<file path="src/rtl/nibble_serial_adder_ctrl_if.sv">
`default_nettype none
// ============================================================================
//  Module   : nibble_serial_adder_ctrl_if
//  Purpose  : Request/response bundle between a requesting master and the
//             nibble-serial adder sequencer.
//  Signals  : start     - request, honoured only while the sequencer is idle
//             sub       - 0: a+b+cin, 1: a-b (cin ignored)
//             a, b      - WIDTH-bit operands, sampled on accept
//             cin       - carry-in for add, sampled on accept
//             busy      - operation in flight (RUN or DONE)
//             done      - one-cycle result-valid pulse
//             sum       - registered result, held until the next done
//             carry     - carry out of the MSB (for sub: 1 = no borrow)
//             overflow  - signed two's-complement overflow
//  Revision : 1.0 - initial release
// ============================================================================
interface nibble_serial_adder_ctrl_if #(
  parameter int WIDTH = 16
) ();
  logic             start;
  logic             sub;
  logic [WIDTH-1:0] a;
  logic [WIDTH-1:0] b;
  logic             cin;
  logic             busy;
  logic             done;
  logic [WIDTH-1:0] sum;
  logic             carry;
  logic             overflow;

  modport master (
    output start, sub, a, b, cin,
    input  busy, done, sum, carry, overflow
  );

  modport slave (
    input  start, sub, a, b, cin,
    output busy, done, sum, carry, overflow
  );
endinterface
`default_nettype wire

</file>
<file path="src/rtl/nibble_serial_adder_ctrl.sv">
`default_nettype none
// ============================================================================
//  Module   : nibble_serial_adder_ctrl
//  Purpose  : WIDTH-bit add/subtract built from one shared 4-bit ripple-carry
//             slice, processing one nibble per clock, LS nibble first.
//             Latency NIB+1 cycles from accept to done; one op per NIB+2.
//  Ports    : clk   - clock, rising edge
//             rst_n - asynchronous active-low reset
//             bus   - slave side of nibble_serial_adder_ctrl_if
//  Params   : WIDTH - operand width, multiple of 4, at least 4
//  Revision : 1.0 - initial release
// ============================================================================
module nibble_serial_adder_ctrl #(
  parameter int WIDTH = 16
) (
  input  logic                        clk,
  input  logic                        rst_n,
  nibble_serial_adder_ctrl_if.slave   bus
);

  localparam int NIB   = WIDTH / 4;
  localparam int IDX_W = (NIB > 1) ? $clog2(NIB) : 1;
  localparam logic [IDX_W-1:0] LAST_IDX = IDX_W'(NIB - 1);

  typedef enum logic [1:0] {
    IDLE = 2'd0,
    RUN  = 2'd1,
    DONE = 2'd2
  } state_t;

  state_t           state;
  logic [WIDTH-1:0] a_reg;
  logic [WIDTH-1:0] b_reg;      // already inverted for subtraction
  logic [WIDTH-1:0] work;
  logic             carry_reg;
  logic [IDX_W-1:0] idx;

  logic             busy_q;
  logic             done_q;
  logic [WIDTH-1:0] sum_q;
  logic             carry_q;
  logic             overflow_q;

  // Shared 4-bit slice and the work word with the current nibble merged in
  logic [3:0]       slice_a;
  logic [3:0]       slice_b;
  logic [3:0]       slice_s;
  logic             slice_co;
  logic             msb_cin;
  logic [WIDTH-1:0] work_next;

  always_comb begin
    slice_a              = a_reg[4*idx +: 4];
    slice_b              = b_reg[4*idx +: 4];
    {slice_co, slice_s}  = {1'b0, slice_a} + {1'b0, slice_b} + {4'b0000, carry_reg};
    // Carry into bit 3 of this slice; only meaningful on the last nibble,
    // where it is the carry into the word MSB used for signed overflow.
    msb_cin              = slice_a[3] ^ slice_b[3] ^ slice_s[3];
    work_next            = work;
    work_next[4*idx +: 4] = slice_s;
  end

  always_ff @(posedge clk or negedge rst_n) begin
    if (!rst_n) begin
      state      <= IDLE;
      a_reg      <= '0;
      b_reg      <= '0;
      work       <= '0;
      carry_reg  <= 1'b0;
      idx        <= '0;
      busy_q     <= 1'b0;
      done_q     <= 1'b0;
      sum_q      <= '0;
      carry_q    <= 1'b0;
      overflow_q <= 1'b0;
    end else begin
      case (state)
        IDLE: begin
          done_q <= 1'b0;
          if (bus.start) begin
            a_reg     <= bus.a;
            // Subtraction as a + ~b + 1
            b_reg     <= bus.sub ? ~bus.b : bus.b;
            carry_reg <= bus.sub ? 1'b1 : bus.cin;
            idx       <= '0;
            busy_q    <= 1'b1;
            state     <= RUN;
          end
        end
        RUN: begin
          work      <= work_next;
          carry_reg <= slice_co;
          idx       <= idx + 1'b1;
          if (idx == LAST_IDX) begin
            // Results are registered on the edge entering DONE so they are
            // visible together with the done pulse.
            sum_q      <= work_next;
            carry_q    <= slice_co;
            overflow_q <= msb_cin ^ slice_co;
            done_q     <= 1'b1;
            state      <= DONE;
          end
        end
        DONE: begin
          done_q <= 1'b0;
          busy_q <= 1'b0;
          idx    <= '0;
          state  <= IDLE;
        end
        default: begin
          done_q <= 1'b0;
          busy_q <= 1'b0;
          state  <= IDLE;
        end
      endcase
    end
  end

  assign bus.busy     = busy_q;
  assign bus.done     = done_q;
  assign bus.sum      = sum_q;
  assign bus.carry    = carry_q;
  assign bus.overflow = overflow_q;

endmodule
`default_nettype wire

</file>
<file path="src/flat_wrapper.sv">
// flat-port wrapper written by rule: the top's interface ports become plain ports
module nibble_serial_adder_ctrl_flat 
#(
  parameter int WIDTH = 16
)
  (clk, rst_n, bus_start, bus_sub, bus_a, bus_b, bus_cin, bus_busy, bus_done, bus_sum, bus_carry, bus_overflow);
  nibble_serial_adder_ctrl_if #(.WIDTH(WIDTH)) bus_i ();
  input  logic clk;
  input  logic rst_n;
  input wire logic [$bits(bus_i.start)-1:0] bus_start;
  input wire logic [$bits(bus_i.sub)-1:0] bus_sub;
  input wire logic [$bits(bus_i.a)-1:0] bus_a;
  input wire logic [$bits(bus_i.b)-1:0] bus_b;
  input wire logic [$bits(bus_i.cin)-1:0] bus_cin;
  output wire logic [$bits(bus_i.busy)-1:0] bus_busy;
  output wire logic [$bits(bus_i.done)-1:0] bus_done;
  output wire logic [$bits(bus_i.sum)-1:0] bus_sum;
  output wire logic [$bits(bus_i.carry)-1:0] bus_carry;
  output wire logic [$bits(bus_i.overflow)-1:0] bus_overflow;
  assign bus_i.start = bus_start;
  assign bus_i.sub = bus_sub;
  assign bus_i.a = bus_a;
  assign bus_i.b = bus_b;
  assign bus_i.cin = bus_cin;
  assign bus_busy = bus_i.busy;
  assign bus_done = bus_i.done;
  assign bus_sum = bus_i.sum;
  assign bus_carry = bus_i.carry;
  assign bus_overflow = bus_i.overflow;
  nibble_serial_adder_ctrl #(.WIDTH(WIDTH)) u_core (.clk(clk), .rst_n(rst_n), .bus(bus_i));
endmodule
</file>
<file path="config.mk">
export PLATFORM = sky130hd
export DESIGN_NAME = nibble_serial_adder_ctrl_flat
export DESIGN_NICKNAME = d
export VERILOG_FILES = /design/src/rtl/nibble_serial_adder_ctrl_if.sv /design/src/rtl/nibble_serial_adder_ctrl.sv /design/src/flat_wrapper.sv
export SDC_FILE = /design/constraint.sdc
export NUM_CORES = 1
export LEC_CHECK = 0
export BUFFER_PORTS_ARGS = -buffer_cell sky130_fd_sc_hd__buf_2
export CORE_MARGIN = 4
export CORE_UTILIZATION = 25
export DETAILED_ROUTE_END_ITERATION = 8
export PLACE_DENSITY = 0.49
export SLEW_MARGIN = 20
export SYNTH_ARGS = -nofsm -noshare
export SYNTH_HDL_FRONTEND = slang
export SYNTH_SLANG_ARGS = --single-unit
</file>
<file path="constraint.sdc">
create_clock -name clk -period 3.9 [get_ports clk]
set_clock_uncertainty 0.1 [all_clocks]
set_input_delay 0.585 -clock clk [delete_from_list [all_inputs] [get_ports clk]]
set_output_delay 0.585 -clock clk [all_outputs]
set_load 0.01 [all_outputs]
</file>
# Word level (Yosys, flattened, before mapping)
# Cells that the tools add are included.
[totals]
reg_bits = 73
[classes]
bitwise = 5
muxes = 14
n_addsub = 4
n_eq_ne = 5
shift = 4
n_reduce_logical = 9
[ops]
columns = ["operator", "count"]
rows = [
  ["4-bit negator with 34-bit output", 1],
  ["4-bit by 34-bit variable shift with 16-bit output (first input constant)", 1],
  ["4-bit by 34-bit indexed part select with 16-bit output", 1],
  ["16-bit by 5-bit indexed part select with 4-bit output", 2],
  ["16-bit bitwise mux", 1],
  ["16-bit 2-to-1 mux", 1],
  ["16-bit NOT", 1],
  ["2-bit AND reduction", 6],
  ["2-bit 2-to-1 mux", 3],
  ["2-bit one-hot mux with 3 select lines", 1],
  ["4-bit by 4-bit adder with 5-bit output", 1],
  ["5-bit by 1-bit adder with 5-bit output", 1],
  ["1-bit 2-to-1 mux", 5],
  ["2-bit == test (second input constant)", 2],
  ["1-bit one-hot mux with 2 select lines", 2],
  ["2-bit one-hot mux with 2 select lines", 1],
  ["3-bit nonzero test", 1],
  ["1-bit XOR", 3],
  ["2-bit by 1-bit adder with 2-bit output (second input constant)", 1],
  ["2-bit by 1-bit == test with 1-bit output (second input constant)", 1],
  ["2-bit logical NOT", 1],
  ["2-bit by 1-bit inequality test with 1-bit output (second input constant)", 1],
  ["2-bit inequality test (second input constant)", 1],
  ["2-bit nonzero test", 1],
  ["1-bit NOT", 1],
]

# Logic depth before layout (Yosys ltp)
[logic_depth]
depth_word = 5
ltp_mapped = 8
depth_no_buf = 7

# Worst setup path after synthesis
# OpenSTA, ideal clock, no wires.
[synth_timing]
path_type = "register to register"
start = "register u_core.idx[0]"
end = "register u_core.overflow_q (netlist: u_core.bus.overflow)"
t_arrival_ns = 2.716
period_less_slack_ns = 2.948
setup_time_ns = 0.132
setup_slack_ns = 0.952
stages_incl_launch_ff = 9
required_ns = 3.668
path_cell_list = "dfrtp_1 buf_2 mux4_2 fa_1 fa_1 a21o_1 a21oi_1 xnor2_1 o21ai_1"
[synth_via]
elab_chain_cells = 5
elab_cells_between_ends = 9
[synth_lines]
columns = ["item", "line", "rtl"]
rows = [
  ["start: declaration", "nibble_serial_adder_ctrl.sv:36", "logic [IDX_W-1:0] idx;"],
  ["start signal: assignment", "nibble_serial_adder_ctrl.sv:93", "idx <= idx + 1'b1;"],
  ["16-bit by 5-bit indexed part select with 4-bit output (on tied branches)", "nibble_serial_adder_ctrl.sv:53, nibble_serial_adder_ctrl.sv:54", ""],
  ["4-bit by 4-bit adder with 5-bit output", "nibble_serial_adder_ctrl.sv:55", "{slice_co, slice_s} = {1'b0, slice_a} + {1'b0, slice_b} + {4'b0000, carry_reg};"],
  ["5-bit by 1-bit adder with 5-bit output", "nibble_serial_adder_ctrl.sv:55", ""],
  ["1-bit XOR", "nibble_serial_adder_ctrl.sv:58", "msb_cin = slice_a[3] ^ slice_b[3] ^ slice_s[3];"],
  ["1-bit XOR", "nibble_serial_adder_ctrl.sv:99", "overflow_q <= msb_cin ^ slice_co;"],
  ["end signal: assignment", "nibble_serial_adder_ctrl.sv:99", ""],
  ["end: declaration", "nibble_serial_adder_ctrl.sv:42", "logic overflow_q;"],
]
# Parallel ways exist; a longest one is shown, timed or not.
# A chain may end at the register's enable or synchronous reset.

# Final worst setup path
[layout_timing]
start = "register u_core.idx[0]"
end = "register u_core.work[2]"
[layout_via]
elab_chain_cells = 5
elab_cells_between_ends = 8
[layout_lines]
columns = ["item", "line", "rtl"]
rows = [
  ["16-bit by 5-bit indexed part select with 4-bit output (on tied branches)", "nibble_serial_adder_ctrl.sv:53, nibble_serial_adder_ctrl.sv:54", ""],
  ["4-bit by 4-bit adder with 5-bit output", "nibble_serial_adder_ctrl.sv:55", ""],
  ["5-bit by 1-bit adder with 5-bit output", "nibble_serial_adder_ctrl.sv:55", ""],
  ["4-bit by 34-bit indexed part select with 16-bit output", "nibble_serial_adder_ctrl.sv:60", "work_next[4*idx +: 4] = slice_s;"],
  ["16-bit bitwise mux (*)", "nibble_serial_adder_ctrl.sv:60", ""],
  ["end signal: assignment", "nibble_serial_adder_ctrl.sv:91", "work <= work_next;"],
  ["end: declaration", "nibble_serial_adder_ctrl.sv:34", "logic [WIDTH-1:0] work;"],
]
# Mark *: on every way between the ends. The rest lies on a longest branch, timed or not.

==> results_tabular.tex <==
\begin{tabular}{lr}
\hline
Metric & Value \\
\hline
\multicolumn{2}{l}{\textbf{Drt}} \\
Detailed Route Iter0 Violations & 167 \\
Drt total wl & 7920 um \\
Total number of vias & 2345 \\
Post-route antenna net violation count & 0 \\
Residual DRC & 0 \\
1st-pass router iterations & 5 \\
Routed wire length per instance & 15.0 um \\
Via density & 4.44 \\
\multicolumn{2}{l}{\textbf{Floorplanning}} \\
Die outline width & 125 um \\
Number of core rows & 42 \\
CORE AREA & 13300 um2 \\
Height of the die & 125 um \\
Number of ports placed on the die boundary & 57 \\
Initial core utilization & 25.8\% \\
Die footprint & 15700 um2 \\
\multicolumn{2}{l}{\textbf{Worst setup path}} \\
Data arrival time of the critical path & 3.27 ns \\
Launching instance or port of the critical path & u\_core.idx[0] \\
Reg-to-reg slack, setup & 0.79 ns \\
Critical setup path kind & reg2reg \\
Timing endpoint of the critical path & u\_core.work[2] \\
Element type at the critical path end & flop \\
Worst reg2reg path startpoint & u\_core.idx[0] \\
CP Launch Type & flop \\
Critical path data required time & 4.06 ns \\
Length in cells of the worst reg-to-reg path & 6 \\
Endpoint of the lowest-slack register-to-register path & u\_core.work[2] \\
Worst Path Max Fanout & 11 \\
\multicolumn{2}{l}{\textbf{Power and ir drop}} \\
Peak supply drop & 0.452 mV \\
Clock network fraction of total power & 19.0\% \\
NetSw & 1.72 mW \\
Share of power burned in combinational logic & 48.7\% \\
Sw frac & 41.9\% \\
Cell area power density & 979 nW/um2 \\
Static Leak & 1.82 nW \\
Internal portion of total power & 2.39 mW \\
Sequential Power Share & 32.3\% \\
\multicolumn{2}{l}{\textbf{Clocking}} \\
Number of CTS-inserted buffers & 9 \\
Count of H-tree levels built during CTS & 3 \\
CTS clk-pin slew, worst paths & 0.06 ns \\
Number of buffers on the longest clock path & 2 \\
Post-CTS Resized & 0 \\
Number of setup buffers added after CTS & 0 \\
Clk sink count & 73 \\
Hold buffer count at cts & 0 \\
CTS tree & yes \\
Cell chosen for the clock root & sky130\_fd\_sc\_hd\_\_clkbuf\_16 \\
Skew-Pair Late Insertion Delay & 0.33 ns \\
\multicolumn{2}{l}{\textbf{Finish}} \\
Post-Layout Cell Count & 528 \\
Top library cells by usage in the layout, fill and taps aside & 73 x sky130\_fd\_sc\_hd\_\_dfrtp\_1, 56 x sky130\_fd\_sc\_hd\_\_buf\_2, 36 x sky130\_fd\_sc\_hd\_\_nor2\_1, 28 x sky130\_fd\_sc\_hd\_\_a21oi\_1, 18 x sky130\_fd\_sc\_hd\_\_xnor2\_1 \\
Total inserted antenna cells & 0 \\
Synth-to-Final Area Change & 22.0\% \\
Total number of nets in the final design & 396 \\
Most common library cell in the layout ignoring fill and taps & sky130\_fd\_sc\_hd\_\_dfrtp\_1 \\
Design Area, Final & 4200 um2 \\
Fraction of final layout cells with drive strength greater than 1 & 26.1\% \\
\multicolumn{2}{l}{\textbf{Timing}} \\
Final setup fails & 0 \\
Hold Slack & 0.0716 ns \\
Tmin final & 3.11 ns \\
Peak clock frequency supported by timing & 0.322 GHz \\
Post-route setup slack & 0.793 ns \\
Final sum of negative setup slack & 0 ns \\
Max-Slew Margin vs Limit & 47.7\% \\
Transition time at the pin with the least slew margin & 0.784 ns \\
Final max-slew violation count & 0 \\
Unrepaired setup endpoints after global routing & false \\
Number of hold violations in the final report & 0 \\
Final period util & 79.7\% \\
\multicolumn{2}{l}{\textbf{Placed design}} \\
Input/output buffers & 56 \\
Detailed Place HPWL & 5770 um \\
Final estimated routing congestion in global placement & 0.733 \\
Minimum setup slack after placement & 0.781 ns \\
DP Cell Count & 512 \\
Area after detailed placement & 3910 um2 \\
\multicolumn{2}{l}{\textbf{Hold path}} \\
Class of the tightest hold or removal check & in2async \\
\multicolumn{2}{l}{\textbf{Synthesis}} \\
Top cells by area, synth & sky130\_fd\_sc\_hd\_\_dfrtp\_1 53\%, sky130\_fd\_sc\_hd\_\_mux2\_1 5.2\%, sky130\_fd\_sc\_hd\_\_mux4\_2 5.2\% \\
Fraction of synthesized cell area taken by the top area cell type & 53.0\% \\
Cells after Synth & 292 \\
Netlist area before placement & 3440 um2 \\
Count of state elements after synthesis & 73 \\
Yosys cell types & 33 \\
Net Count, Synth & 340 \\
Cell type contributing the most total cell area after synthesis & sky130\_fd\_sc\_hd\_\_dfrtp\_1 \\
Total of warnings raised by yosys & 0 \\
Average cell area after synthesis & 11.8 um2 \\
Share of the yosys chip area belonging to registers & 53.0\% \\
\multicolumn{2}{l}{\textbf{GRT}} \\
Remaining global-route overflow & 0 \\
First-pass GRT wire length & 12900 um \\
Vias in the first global route & 2414 \\
Global-route usage over all layers & 10.4\% \\
Pin count of the biggest net entering global routing & 57 \\
Initial antenna violation count & 0 \\
\multicolumn{2}{l}{\textbf{Job}} \\
Max-cap violations & 0 \\
\multicolumn{2}{l}{\textbf{Run status}} \\
Status & completed \\
\hline
\end{tabular}
[synth_stat cells]
library cell and count:
sky130_fd_sc_hd__dfrtp_1 73, sky130_fd_sc_hd__nor3_2 2, sky130_fd_sc_hd__xnor2_1 18, sky130_fd_sc_hd__nand3b_2 1
sky130_fd_sc_hd__a32o_1 12, sky130_fd_sc_hd__and2b_1 1, sky130_fd_sc_hd__xor2_1 2, sky130_fd_sc_hd__nand2_1 16
sky130_fd_sc_hd__o21ai_1 8, sky130_fd_sc_hd__inv_1 6, sky130_fd_sc_hd__fa_1 2, sky130_fd_sc_hd__a21o_1 4
sky130_fd_sc_hd__nor4_4 1, sky130_fd_sc_hd__nor4bb_1 1, sky130_fd_sc_hd__nor2b_1 3, sky130_fd_sc_hd__o21a_1 1
sky130_fd_sc_hd__ha_1 9, sky130_fd_sc_hd__nor3_1 2, sky130_fd_sc_hd__nor2_1 36, sky130_fd_sc_hd__mux4_2 8
sky130_fd_sc_hd__o21ai_0 2, sky130_fd_sc_hd__a21oi_2 1, sky130_fd_sc_hd__clkbuf_1 4, sky130_fd_sc_hd__a22o_1 4
sky130_fd_sc_hd__a21oi_1 28, sky130_fd_sc_hd__a221oi_1 9, sky130_fd_sc_hd__inv_2 2, sky130_fd_sc_hd__and2_1 1
sky130_fd_sc_hd__o22ai_1 1, sky130_fd_sc_hd__nor3b_1 4, sky130_fd_sc_hd__buf_2 13, sky130_fd_sc_hd__nor3b_2 1
sky130_fd_sc_hd__mux2_1 16
[power by group through the flow]
stage	clock network (mW)	registers [mW]	logic (mW)
final	0.780	1.33	2.00
after detailed placement	0	1.35	2.03
after global routing	0.831	1.38	2.26
after floorplan	0	1.30	1.43
after global placement	0	1.35	2.02
after CTS	0.804	1.34	2.04
[area by class of cell]
| cell class | count | area (um2) |
|---|---|---|
| inverters | 8 | 30.0 |
| flip-flops and latches | 73 | 1830 |
| clock inverters | 2 | 12.5 |
| fillers | 1391 | 9150 |
| well taps | 176 | 220 |
| repair buffers | 62 | 329 |
| clock buffers | 13 | 270 |
| multi-input cells | 194 | 1510 |
[cells by family (layout without fill, tap and decap cells)]
kind of cell,count (synthesis),in the layout,synth area share [%]
flip-flops,73,73,53.0
buffers and inverters,25,85,3.20
XOR/XNOR,20,20,5.09
AND/OR/NAND/NOR,69,69,9.95
AO/OA/AOI/OAI,70,70,13.8
multiplexers,24,24,10.5
adder cells (fa/ha/maj),11,11,4.43
[through the flow]
step	utilization (%)	power, mW
floorplan	-	2.73
global placement	29.3	3.36
detailed placement	29.3	3.38
CTS	31.4	4.18
global route	31.5	4.46
finish	31.5	4.11
[worst min path at each step]
stage                            end            start  slack, ns
finish              u_core.a_reg[12]            rst_n       0.07
global route         u_core.a_reg[0]            rst_n       0.09
CTS                  u_core.a_reg[0]            rst_n       0.08
detailed placement   u_core.bus.done  u_core.bus.done       0.37
global placement      u_core.work[9]   u_core.work[9]       0.37
floorplan            u_core.a_reg[0]            rst_n       0.19
[per-layer routing]
metal	global-route usage (%)	up-vias	routed length, um
li1	-	1147	-
met2	15.9	63	3710
met5	0	-	0
met1	14.3	1133	3770
met3	3.88	2	426
met4	1.72	0	21
[critical path: stages (launching register included)]
cell and delay [ns]:
sky130_fd_sc_hd__dfrtp_1 0.61, sky130_fd_sc_hd__mux4_2 0.60, sky130_fd_sc_hd__fa_1 0.44, sky130_fd_sc_hd__fa_1 0.41, sky130_fd_sc_hd__xor2_1 0.43, sky130_fd_sc_hd__and2_1 0.29, sky130_fd_sc_hd__a22o_1 0.16
(Power assumes the default switching activity.)
